$ cat config.mk
export PLATFORM = sky130hd
export DESIGN_NAME = object_draw_pipeline
export DESIGN_NICKNAME = d
export VERILOG_FILES = /design/src/rtl/object_draw_pipeline_pkg.sv /design/src/rtl/object_draw_pipeline_bitmap_rom.sv /design/src/rtl/object_draw_pipeline.sv
export SDC_FILE = /design/constraint.sdc
export NUM_CORES = 1
export LEC_CHECK = 0
export CAP_MARGIN = 30
export CORE_MARGIN = 2
export CORE_UTILIZATION = 56
export DETAILED_ROUTE_END_ITERATION = 10
export PLACE_DENSITY_LB_ADDON = 0.12
export SETUP_SLACK_MARGIN = 0.3
export SYNTH_ARGS = -nofsm -noshare
export SYNTH_HDL_FRONTEND = slang
export SYNTH_HIERARCHICAL = 1
export SYNTH_SLANG_ARGS = --single-unit
$ cat constraint.sdc
create_clock -name clk -period 5.1 [get_ports clk]
set_input_delay 1.02 -clock clk [delete_from_list [all_inputs] [get_ports clk]]
set_output_delay 1.02 -clock clk [all_outputs]
set_load 0.1 [all_outputs]
$ cat src/rtl/object_draw_pipeline_pkg.sv
// object_draw_pipeline_pkg: shared field layout, widths and bitmap image for the object draw path.
package obj_pkg;
  localparam int IMG_ID = 0;
  localparam int X = 1;
  localparam int Y = 2;
  localparam int WIDTH = 3;
  localparam int HEIGHT = 4;
  localparam int FIELD_W = 11;
  localparam int TILE_BITS = 5;
  localparam int ROM_ADDR_W = 15;
  localparam logic [7:0] TRANSPARENT = 8'hFF;
  typedef logic [0:4][0:FIELD_W-1] object_state_t;
  // Bitmap image: addr = {img, ty, tx}; one transparent hole in image 3 at (tx=7, ty=5).
  function automatic logic [7:0] rom_texel(input logic [ROM_ADDR_W-1:0] a);
    return (a == {5'd3, 5'd5, 5'd7}) ? TRANSPARENT : {1'b0, a[11:10], a[9:5] ^ a[4:0]};
  endfunction
endpackage

$ cat src/rtl/object_draw_pipeline_bitmap_rom.sv
// object_bitmap_rom: 32Kx8 synchronous-read bitmap ROM, one cycle of read latency.
module object_bitmap_rom
  import obj_pkg::*;
(
  input  logic                  clk,
  input  logic [ROM_ADDR_W-1:0] i_addr,
  output logic [7:0]            o_data
);
  always_ff @(posedge clk) o_data <= rom_texel(i_addr);
endmodule

$ cat src/rtl/object_draw_pipeline.sv
// object_draw_pipeline: per-frame latched object rectangle test, tiled texel fetch, RGB332 draw request.
module object_draw_pipeline
  import obj_pkg::*;
(
  input  logic          clk,
  input  logic          resetN,
  input  logic          frame_start,
  input  object_state_t object_state,
  input  logic [10:0]   pixelX,
  input  logic [10:0]   pixelY,
  output logic          drawingRequest,
  output logic [7:0]    RGBout
);
  object_state_t         r_shadow;
  logic [FIELD_W-1:0]    w_img, w_x, w_y, w_w, w_h;
  logic [FIELD_W:0]      w_dx, w_dy;
  logic                  w_hit, r_hit, r_hit_d;
  logic [ROM_ADDR_W-1:0] r_addr;
  logic [7:0]            w_texel;
  assign w_img = r_shadow[IMG_ID];
  assign w_x   = r_shadow[X];
  assign w_y   = r_shadow[Y];
  assign w_w   = r_shadow[WIDTH];
  assign w_h   = r_shadow[HEIGHT];
  // Offsets wrap mod 2^12; bit 11 set means the pixel lies left of / above the object.
  assign w_dx  = {1'b0, pixelX} - {w_x[FIELD_W-1], w_x};
  assign w_dy  = {1'b0, pixelY} - {w_y[FIELD_W-1], w_y};
  assign w_hit = (w_img[FIELD_W-1:TILE_BITS] == '0) && !w_dx[FIELD_W] && !w_dy[FIELD_W] &&
                 (w_dx[FIELD_W-1:0] < w_w) && (w_dy[FIELD_W-1:0] < w_h);
  object_bitmap_rom u_rom (
    .clk    (clk),
    .i_addr (r_addr),
    .o_data (w_texel)
  );
  always_ff @(posedge clk or negedge resetN) begin
    if (!resetN) begin
      r_shadow       <= '0;
      r_hit          <= 1'b0;
      r_addr         <= '0;
      r_hit_d        <= 1'b0;
      drawingRequest <= 1'b0;
      RGBout         <= 8'h00;
    end else begin
      if (frame_start) r_shadow <= object_state;
      r_hit          <= w_hit;
      r_addr         <= {w_img[TILE_BITS-1:0], w_dy[TILE_BITS-1:0], w_dx[TILE_BITS-1:0]};
      r_hit_d        <= r_hit;
      drawingRequest <= r_hit_d && (w_texel != TRANSPARENT);
      RGBout         <= (r_hit_d && (w_texel != TRANSPARENT)) ? w_texel : 8'h00;
    end
  end
endmodule

==> results_dict.tcl <==
set metrics [dict create \
    grt_pass1_wl_um 15500 \
    nNetsFinal 669 \
    wl_met3_um 359 \
    dominantRegCellSynth "dfrtp_1" \
    cp_slowest_cell "clkdlybuf4s50_1" \
    slew_viol_final 0 \
    grt_pass1_vias 3437 \
    cts-htree-levels 3 \
    fin_crit_sh_pct 80.7 \
    ys_top_cells_by_area "dfrtp_1 44%, ha_1 11%, o21ai_0 5.2%" \
    final_common_cell "clkdlybuf4s50_1" \
    finalHoldViolCount 0 \
    syn_inst 461 \
    critical-path-top-delay-family "compound AO/OA/AOI/OAI gates" \
    drive_above_1_share_pct 7.82 \
    synth-edff-count 0 \
    gr-total-overflow 0 \
    route.vias.total 3499 \
    synthesis.nets 585 \
    cts_hold_buf 0 \
    io_pins 89 \
    row_count 33 \
    syn_area_per_cell_um2 9.96 \
    drc 0 \
    cts_buffers 9 \
    period_needed_ps 4110 \
    yosys_warnings 6 \
    clk_pin_slew_ps 90 \
    layout_common_cells "86 x clkdlybuf4s50_1, 81 x dfrtp_1, 55 x nand2_1" \
    postCtsSetupBuffers 0 \
    die_h_um 94.6 \
    worstSkewPairLatency_ps 370 \
    diodes 0 \
    port_buffers 88 \
    p_per_area_nw_per_um2 311 \
    cap_violations 0 \
    core_um2 8090 \
    drtAntennaViolNets 0 \
    finalPower_uw 1790 \
    setup_viol 0 \
    seq_area_frac_synth_pct 47.6 \
    outcome "completed" \
    die-area_um2 8940 \
    peakVddDrop_v 0.000211 \
    drtPass1Iterations 4 \
    root_buffer "clkbuf_8" \
    grt_usage_pct 22.4 \
    critPathBufInv 2 \
    drt_iter0_markers 169 \
    wl_met1_um 4050 \
    route.met2.wl_um 4750 \
    max_stage_delay_ps 470 \
    ys_types 53 \
    synth_top_area_cell "dfrtp_1" \
    synth_area_um2 4590 \
    setup.worst_path.end_class "flip-flop" \
    hpwl_um 7120 \
    cts.sinks 89 \
    antenna_found_initial 0 \
    routed_wl_um 9280 \
    startpoint_type "input pin" \
    routed_via_density 5.34 \
    post_cts_resized 0 \
    async_reset_ff_share_pct 91.0 \
    rsz0062_at_grt "no" \
    hp-class "reg -> reg" \
    start_util_pct 56.7 \
    area_growth_pct 25.6 \
    worstSetupPathType "in -> reg" \
    timing.setup.tns_ps 0 \
    crit_chain "clkdlybuf4s50_1, inv_1, ha_1, fa_1, nor2b_1, o21ai_1, a21oi_1, a2111oi_2, a211oi_1, xor2_1, ha_1, nor4_1, nand4_1, nor3_1, o311ai_0, nor4_1" \
    grt_max_degree 54 \
    timing.fmax_mhz 243 \
    cts_tree "yes" \
    cp_data_required_time_ps 5360 \
    synth_top_area_share_pct 44.1 \
    worst_pin_slew_ps 972 \
    ys_ff_latch 89 \
    maxSlewHeadroom_pct 35.0 \
    routed.top_layer "met4" \
    power.leakage_uw 0.00266 \
    gp_congestion 0.907 \
    cts_buffer_depth 2 \
    worst-path-max-fanout 3 \
    wl_per_cell_um 14.2 \
    arrival_ps 4370 \
    clock_skew_ps 15.7 \
    die_w_um 94.6 \
]
[per-stage QoR]
step	area, um2	cells	worst slack [ps]	utilization (%)	hold slack (ps)
2_1_floorplan	4590	461	1400	-	331
3_3_place_gp	5540	638	790	68.5	344
3_5_place_dp	5570	639	647	68.8	341
4_1_cts	5770	655	1020	71.2	365
5_1_grt	5770	655	784	71.2	379
6_report	5770	655	987	71.2	360
[final timing paths]
path	start	end	slack (ps)	cells past startpoint
worst max-delay path	pixelX[0]	r_hit	990	16
worst min-delay path	r_hit	r_hit_d	360	0
worst max register to register	w_x[0]	r_hit	1760	14
worst min register to register	r_hit	r_hit_d	360	0
max in group asynchronous	resetN	r_addr[9]	3950	2
min in group asynchronous	resetN	w_y[3]	580	1
[logic make-up (layout without fill, tap and decap cells)]
group | count (synthesis) | in the layout | synth area share, %
flops | 89 | 89 | 47.6
mux | 16 | 16 | 3.90
simple gates | 127 | 127 | 14.2
xor+xnor | 20 | 20 | 3.81
compound gates | 95 | 95 | 12.4
fa+ha+maj | 44 | 44 | 12.3
buf+inv | 70 | 159 | 5.75
[state kept, by name, indices dropped and copies added (netlist names)]
name / count
RGBout: 8
drawingRequest: 1
r_addr: 15
r_hit: 1
r_hit_d: 1
u_rom/o_data: 8
w_h: 11
w_img: 11
w_w: 11
w_x: 11
w_y: 11
[worst reg2reg max path: stages (launching register included)]
cell and delay [ps]:
dfrtp_1 400, ha_1 210, fa_1 400, nor2b_1 140
o21ai_1 100, a21oi_1 210, a2111oi_2 100, a211oi_1 380
xor2_1 130, ha_1 210, nor4_1 220, nand4_1 130
nor3_1 200, o311ai_0 150, nor4_1 250
[cell usage after synthesis (6+ instances only)]
master / n
nor2_1: 16
nor3_1: 9
o21ai_0: 48
xnor2_1: 16
a21oi_1: 17
ha_1: 42
o21a_1: 6
clkbuf_1: 15
nand4_1: 7
dfxtp_1: 8
inv_1: 52
nand2_1: 55
mux2_2: 15
and2_1: 8
dfrtp_1: 81
[layer usage]
metal	vias up	track usage (%)
met5	-	0
met4	0	8.82
met3	12	3.67
met2	84	39.5
met1	1673	27.5
li1	1730	-
[area by class of cell]
| type | instances | area [um2] |
|---|---|---|
| fill | 634 | 2330 |
| sequential | 89 | 2190 |
| multi-input combinational | 302 | 2140 |
| timing repair buffer | 91 | 916 |
| inverter | 52 | 195 |
| tap | 105 | 131 |
| clock buffer | 9 | 124 |
| clock inverter | 7 | 71.3 |
[report_power, final]
part           internal [uW]  switching [uW]  leakage (uW)  total, uW
Combinational            238             243       0.00151        481
Clock                    192             291     0.0000931        482
Sequential               787            40.9       0.00106        828
Total                   1220             575       0.00266       1790
Power figures use the tool's default switching activity.
